--- src/rtl/dcp_tx_arbiter.sv ---
// -----------------------------------------------------------------------------
// dcp_tx_arbiter
//
// Shares the single debug transmit path (req_tx/type_tx/dout/ack_tx) between
// N_REQ DCP command units. One requester is granted round-robin. Its type and
// data word are forwarded to the transmitter, and ack_tx is routed back to it
// alone. A per-requester lock keeps the grant across a multi-word dump, so the
// words of one dump are never interleaved with another unit's traffic.
//
// Optional feature macro: DCP_ARB_TIMEOUT_EN
//   When defined, an ack watchdog aborts a transfer that stays in ISSUE for
//   TIMEOUT_CYC cycles without ack_tx. It pulses err_timeout on abort. When
//   undefined, ISSUE waits forever and err_timeout is constant 0.
//
// Parameters
//   N_REQ        number of requesters (2..8)
//   DATA_W       width of each data word
//   TYPE_W       width of the type field
//   TIMEOUT_CYC  watchdog limit in cycles (only with DCP_ARB_TIMEOUT_EN)
//
// Ports
//   clk          system clock
//   rstn         synchronous active-low reset
//   req_in       per-requester transmit request (level, held until its ack)
//   lock_in      per-requester burst lock, sampled when the grantee releases
//   type_in      per-requester type, slice i = [i*TYPE_W +: TYPE_W]
//   din          per-requester data, slice i = [i*DATA_W +: DATA_W]
//   ack_out      ack_tx routed to the grantee only
//   gnt          one-hot registered grant, all-zero when idle
//   req_tx       request to the shared transmitter
//   type_tx      type of the granted requester
//   dout         data word of the granted requester
//   ack_tx       transmitter acknowledge (one or more cycles)
//   busy         high whenever the arbiter is not idle
//   err_timeout  one-cycle pulse on watchdog abort
// -----------------------------------------------------------------------------
module dcp_tx_arbiter #(
  parameter int N_REQ       = 4,
  parameter int DATA_W      = 32,
  parameter int TYPE_W      = 2,
  parameter int TIMEOUT_CYC = 1024
) (
  input  logic                      clk,
  input  logic                      rstn,
  input  logic [N_REQ-1:0]          req_in,
  input  logic [N_REQ-1:0]          lock_in,
  input  logic [N_REQ*TYPE_W-1:0]   type_in,
  input  logic [N_REQ*DATA_W-1:0]   din,
  output logic [N_REQ-1:0]          ack_out,
  output logic [N_REQ-1:0]          gnt,
  output logic                      req_tx,
  output logic [TYPE_W-1:0]         type_tx,
  output logic [DATA_W-1:0]         dout,
  input  logic                      ack_tx,
  output logic                      busy,
  output logic                      err_timeout
);

  localparam int IDX_W = $clog2(N_REQ);

  typedef enum logic [1:0] {
    ST_IDLE     = 2'd0,
    ST_ISSUE    = 2'd1,
    ST_WAIT_REL = 2'd2,
    ST_HOLD     = 2'd3
  } state_t;

  state_t             r_state;
  logic [IDX_W-1:0]   r_ptr;
  logic [IDX_W-1:0]   r_gidx;
  logic [N_REQ-1:0]   r_gnt;
  logic               r_req_tx;
  logic               r_busy;
  logic               r_err_timeout;

  logic               w_any;
  logic [IDX_W-1:0]   w_win;
  logic               w_g_req;
  logic               w_g_lock;
  logic               w_tmo;
  logic [TYPE_W-1:0]  w_type;
  logic [DATA_W-1:0]  w_dout;

  // Index following idx, wrapping at N_REQ (N_REQ need not be a power of 2).
  function automatic logic [IDX_W-1:0] next_idx(input logic [IDX_W-1:0] idx);
    logic [IDX_W-1:0] v;
    if (idx == IDX_W'(N_REQ - 1)) begin
      v = {IDX_W{1'b0}};
    end else begin
      v = idx + IDX_W'(1);
    end
    return v;
  endfunction

  function automatic logic [N_REQ-1:0] onehot(input logic [IDX_W-1:0] idx);
    logic [N_REQ-1:0] v;
    v      = {N_REQ{1'b0}};
    v[idx] = 1'b1;
    return v;
  endfunction

  // Round-robin winner: first requesting index scanning ptr, ptr+1, ...
  // The scan runs from the farthest offset down so the nearest one wins.
  always_comb begin
    int s;
    w_any = 1'b0;
    w_win = r_ptr;
    for (int i = N_REQ - 1; i >= 0; i--) begin
      s = int'(r_ptr) + i;
      s = (s >= N_REQ) ? (s - N_REQ) : s;
      if (req_in[IDX_W'(s)]) begin
        w_any = 1'b1;
        w_win = IDX_W'(s);
      end else begin
        w_any = w_any;
      end
    end
  end

  assign w_g_req  = req_in[r_gidx];
  assign w_g_lock = lock_in[r_gidx];

  // Grantee slice mux. The one-hot grant masks every slice, so the result is zero when idle.
  always_comb begin
    w_type = {TYPE_W{1'b0}};
    w_dout = {DATA_W{1'b0}};
    for (int i = 0; i < N_REQ; i++) begin
      w_type = w_type | (type_in[i*TYPE_W +: TYPE_W] & {TYPE_W{r_gnt[i]}});
      w_dout = w_dout | (din[i*DATA_W +: DATA_W] & {DATA_W{r_gnt[i]}});
    end
  end

`ifdef DCP_ARB_TIMEOUT_EN
  localparam int CNT_W = (TIMEOUT_CYC > 1) ? $clog2(TIMEOUT_CYC) : 1;
  logic [CNT_W-1:0] r_cnt;

  // Ack watchdog: cleared on every entry to ISSUE, counts ISSUE cycles without ack.
  always_ff @(posedge clk) begin
    if (!rstn) begin
      r_cnt <= {CNT_W{1'b0}};
    end else if ((r_state == ST_IDLE && w_any) || (r_state == ST_HOLD && w_g_req)) begin
      r_cnt <= {CNT_W{1'b0}};
    end else if (r_state == ST_ISSUE && !ack_tx) begin
      r_cnt <= r_cnt + CNT_W'(1);
    end else begin
      r_cnt <= r_cnt;
    end
  end

  assign w_tmo = (r_state == ST_ISSUE) && !ack_tx && (r_cnt == CNT_W'(TIMEOUT_CYC - 1));
`else
  logic w_unused_tmo;
  assign w_unused_tmo = (TIMEOUT_CYC > 0);
  assign w_tmo        = 1'b0;
`endif

  // Arbiter FSM with registered grant, request, busy and error outputs.
  always_ff @(posedge clk) begin
    if (!rstn) begin
      r_state       <= ST_IDLE;
      r_ptr         <= {IDX_W{1'b0}};
      r_gidx        <= {IDX_W{1'b0}};
      r_gnt         <= {N_REQ{1'b0}};
      r_req_tx      <= 1'b0;
      r_busy        <= 1'b0;
      r_err_timeout <= 1'b0;
    end else begin
      r_err_timeout <= 1'b0;
      case (r_state)
        ST_IDLE: begin
          if (w_any) begin
            r_gnt   <= onehot(w_win);
            r_gidx  <= w_win;
            r_busy  <= 1'b1;
            r_state <= ST_ISSUE;
          end
        end
        ST_ISSUE: begin
          // Once the request is up the transmitter owns the transfer, so a
          // requester dropping req_in here does not withdraw req_tx.
          if (ack_tx) begin
            r_req_tx <= 1'b0;
            r_state  <= ST_WAIT_REL;
          end else if (w_tmo) begin
            // Abort ignores lock: the stuck unit loses its grant.
            r_err_timeout <= 1'b1;
            r_req_tx      <= 1'b0;
            r_gnt         <= {N_REQ{1'b0}};
            r_ptr         <= next_idx(r_gidx);
            r_busy        <= 1'b0;
            r_state       <= ST_IDLE;
          end else begin
            r_req_tx <= 1'b1;
          end
        end
        ST_WAIT_REL: begin
          if (!ack_tx && !w_g_req) begin
            if (w_g_lock) begin
              r_state <= ST_HOLD;
            end else begin
              r_gnt   <= {N_REQ{1'b0}};
              r_ptr   <= next_idx(r_gidx);
              r_busy  <= 1'b0;
              r_state <= ST_IDLE;
            end
          end
        end
        ST_HOLD: begin
          if (w_g_req) begin
            r_state <= ST_ISSUE;
          end else if (!w_g_lock) begin
            r_gnt   <= {N_REQ{1'b0}};
            r_ptr   <= next_idx(r_gidx);
            r_busy  <= 1'b0;
            r_state <= ST_IDLE;
          end
        end
        default: begin
          r_gnt    <= {N_REQ{1'b0}};
          r_req_tx <= 1'b0;
          r_busy   <= 1'b0;
          r_state  <= ST_IDLE;
        end
      endcase
    end
  end

  // ack_tx reaches the grantee only while its transfer is open (ISSUE or WAIT_REL),
  // so a held ack is forwarded for its whole duration. An ack in IDLE or HOLD is dropped.
  assign ack_out     = (r_state == ST_ISSUE || r_state == ST_WAIT_REL) ?
                       (r_gnt & {N_REQ{ack_tx}}) : {N_REQ{1'b0}};
  assign gnt         = r_gnt;
  assign req_tx      = r_req_tx;
  assign type_tx     = w_type;
  assign dout        = w_dout;
  assign busy        = r_busy;
  assign err_timeout = r_err_timeout;

endmodule

--- config.mk ---
export PLATFORM = sky130hd
export DESIGN_NAME = dcp_tx_arbiter
export DESIGN_NICKNAME = d
export VERILOG_FILES = /design/src/rtl/dcp_tx_arbiter.sv
export SDC_FILE = /design/constraint.sdc
export NUM_CORES = 1
export LEC_CHECK = 0
export ABC_AREA = 1
export BUFFER_PORTS_ARGS = -buffer_cell sky130_fd_sc_hd__buf_2
export CAP_MARGIN = 20
export CELL_PAD_IN_SITES_DETAIL_PLACEMENT = 0
export CELL_PAD_IN_SITES_GLOBAL_PLACEMENT = 2
export CORE_ASPECT_RATIO = 1.4
export CORE_MARGIN = 1
export CORE_UTILIZATION = 13
export CTS_BUF_LIST = sky130_fd_sc_hd__clkbuf_16
export DETAILED_ROUTE_END_ITERATION = 10
export GPL_ROUTABILITY_DRIVEN = 0
export PLACE_DENSITY_LB_ADDON = 0.3
export SLEW_MARGIN = 30
export SYNTH_ARGS = -nofsm -noshare
export SYNTH_HDL_FRONTEND = slang
export SYNTH_SLANG_ARGS = --single-unit
--- constraint.sdc ---
create_clock -name clk -period 1.39 [get_ports clk]
set_input_delay 0.0695 -clock clk [delete_from_list [all_inputs] [get_ports clk]]
set_output_delay 0.0695 -clock clk [all_outputs]
set_load 0.02 [all_outputs]
==> impl_metrics.toml <==
[drt]
via_count = 3027
ant_nets = 0
wl_per_cell_um = 12.8
first_pass_iters = 4
via_per_inst = 4.06
drtIter0Drc = 51
routed_wl_mm = 9.52
drcViolationCount = 0

[die]
io_pins = 192
dieArea_mm2 = 0.0145
die_x_um = 102
die_y_um = 142
num_rows = 50
start_util = 0.135
core_area_mm2 = 0.0135

[power]
leakage_nw = 1.84
power_mw = 6.33
ir_drop_v = 0.000613
p_per_area_mw_per_mm2 = 1800

[logic_synthesis]
async_flop_share = 0
syn_area_per_cell_um2 = 5.15
synth_seq_area_share = 0.132
synth_mux_area_frac = 0
synthCells = 354
syn_nets = 507
synth_warnings = 0
synthSimpleGateAreaFrac = 0.649
synth_edf_count = 0
synthTopCellsByArea = "nand2_1 (40%), dfxtp_1 (13%), nand4_1 (12%), inv_1 (4.3%), ha_1 (4.1%)"
synth_adder_area_share = 0.0412
synthXorXnorAreaFrac = 0
synth_top_area_share = 0.399
synth_top_family_by_area = "simple AND/OR/NAND/NOR gates"
synth_compound_area_frac = 0.0789
synthFlopType = "dfxtp_1"
synth_area_leader_cell = "nand2_1"
synthesis.area_mm2 = 0.00182
ys_ff_latch = 12
synth_cell_types = 26

[final_layout]
layout_common_cells = "buf_2 (187), nand2_1 (179), nand4_1 (35)"
fin_util = 0.261
antenna_cells = 0
synthToLayoutAreaGrowth_pct = 93.3
final_common_cell = "buf_2"
drive_gt1_frac = 0.520
stdcell_area_mm2 = 0.00352
nets = 717
nFillCells = 1579

[global_routing]
antenna_found_initial = 2
use_met2 = 0.245
grt_remaining_overflow = 0
grt_use_met3 = 0.0182
grt_usage = 0.116
first_global_vias = 2945
grtUsageMet1 = 0.111
grt_busiest_layer = "met2"
grt_max_degree = 37
grt_pass1_wl_mm = 13.5

[status]
violations = "setup timing"
run_status = "finished with violations"

[timing]
layout_min_cycle_time_ns = 1.56
setup_slack_ns = -0.166
report.final.slew_viol_count = 0
period_share = 1.12
rsz0062_at_grt = "true"
fmax_mhz = 643
setup_viol = 15
setup_tns_ns = -1.29
hold_viol_final = 0
fin_skew_ns = 0.00528

[clock_network]
path_clk_slew_ns = 0.05
insertion_delay_ns = 0.24
root_buffer = "clkbuf_16"
clock_path_buffers = 2
clock_sinks = 12
cts_buffers = 3
htree_levels = 1
cts_tree = "done"

[setup_path]
critical_path_class = "flop to flop"
cp_max_fo = 5
cp-end-kind = "flop"
required_ns = 1.56
cp_data_arrival_time_ns = 1.73
critical_path.startpoint_type = "flop"
r2r_cells = 12

[min_path]
hold_path_depth = 3
hp-class = "primary input to flop"

[place]
hpwl_mm = 7.21
placed_area_mm2 = 0.00317
port_buffers = 190
place_ws_ns = -0.245

[flow_run]
max_cap_viol_count = 0
## cells by family after synthesis
group / Yosys count
and+or+nand+nor: 270
buffers and inverters: 42
AOI/OAI and AO/OA: 23
DFF: 12
adders and majority gates: 6
other: 1
## per-layer routing
metal / up-vias / share of wire
li1: 1559 / -
met1: 1334 / 0.36
met2: 114 / 0.55
met3: 16 / 0.071
met4: 4 / 0.016
met5: - / 0.0020
## power breakdown
part           switching, mW  leakage (nW)  total (mW)  internal (mW)
combinational           3.09          1.70        5.15           2.05
clock                  0.160        0.0385       0.540          0.380
sequential             0.148         0.102       0.641          0.493
total                   3.40          1.84        6.33           2.93
## cell type report
| cell class | count | area [µm²] | share of cell area |
|---|---|---|---|
| well taps | 182 | 228 | 0.0646 |
| inverters | 24 | 92.6 | 0.0263 |
| clock inverters | 1 | 3.75 | 0.00107 |
| flip-flops and latches | 12 | 255 | 0.0724 |
| repair buffers | 223 | 1290 | 0.367 |
| clock buffers | 3 | 75.1 | 0.0213 |
| multi-input cells | 300 | 1580 | 0.447 |
## final timing paths
kind	slack, ns	from	end
max	-0.17	r_ptr[0]$_SDFFE_PN0P_	gnt[0]$_SDFFE_PN0P_
min	0.1	rstn	r_gidx[0]$_SDFFE_PN0P_
max reg2reg	-0.17	r_ptr[0]$_SDFFE_PN0P_	gnt[0]$_SDFFE_PN0P_
min reg2reg	0.44	busy$_SDFFE_PN0P_	busy$_SDFFE_PN0P_
## what timing repair did
| action | 4_1_cts | 5_1_grt |
|---|---|---|
| endpoints found under the setup margin | 15 | 26 |
| hold endpoints to repair | 0 | 0 |
| hold buffers | 0 | 0 |
| pin swaps | 7 | 18 |
| setup buffers | 1 | 4 |
| resized for setup | 38 | 27 |
| cloned | 1 | 1 |
## critical path: stages, from the launching register on
cell and delay (ns):
dfxtp_4 0.36, buf_6 0.14, o21ai_4 0.17, nand2_2 0.10, nand2_4 0.09, inv_2 0.04
nand2_2 0.06, nand3_2 0.05, nand2_1 0.07, nand2_2 0.08, nor2_2 0.13, nand2_1 0.07
a21oi_2 0.12
## registers in the layout, indices dropped and copies added, names as in the netlist
name / flops
r_ptr: 2
req_tx: 1
r_gidx: 2
gnt: 4
r_state: 2
busy: 1
## through the flow
stage | hold WS [ns] | cells
after global routing | 0.108 | 745
final | 0.0983 | 745
after global placement | 0.360 | 734
after CTS | 0.113 | 740
after floorplan | 0.167 | 354
after detailed placement | 0.375 | 734
## cell usage after synthesis (2+ instances only)
cell type / count
nand2_2: 11
dfxtp_1: 12
inv_1: 21
a21boi_1: 2
nand3_2: 3
inv_2: 3
clkbuf_1: 15
nand3_1: 12
buf_6: 2
nand4_1: 35
o21ai_0: 6
ha_1: 6
nand2_1: 194
nor2_2: 2
a21oi_1: 9
nor2_1: 10
a21oi_2: 2
No activity file was read; power rests on OpenSTA's default activity.
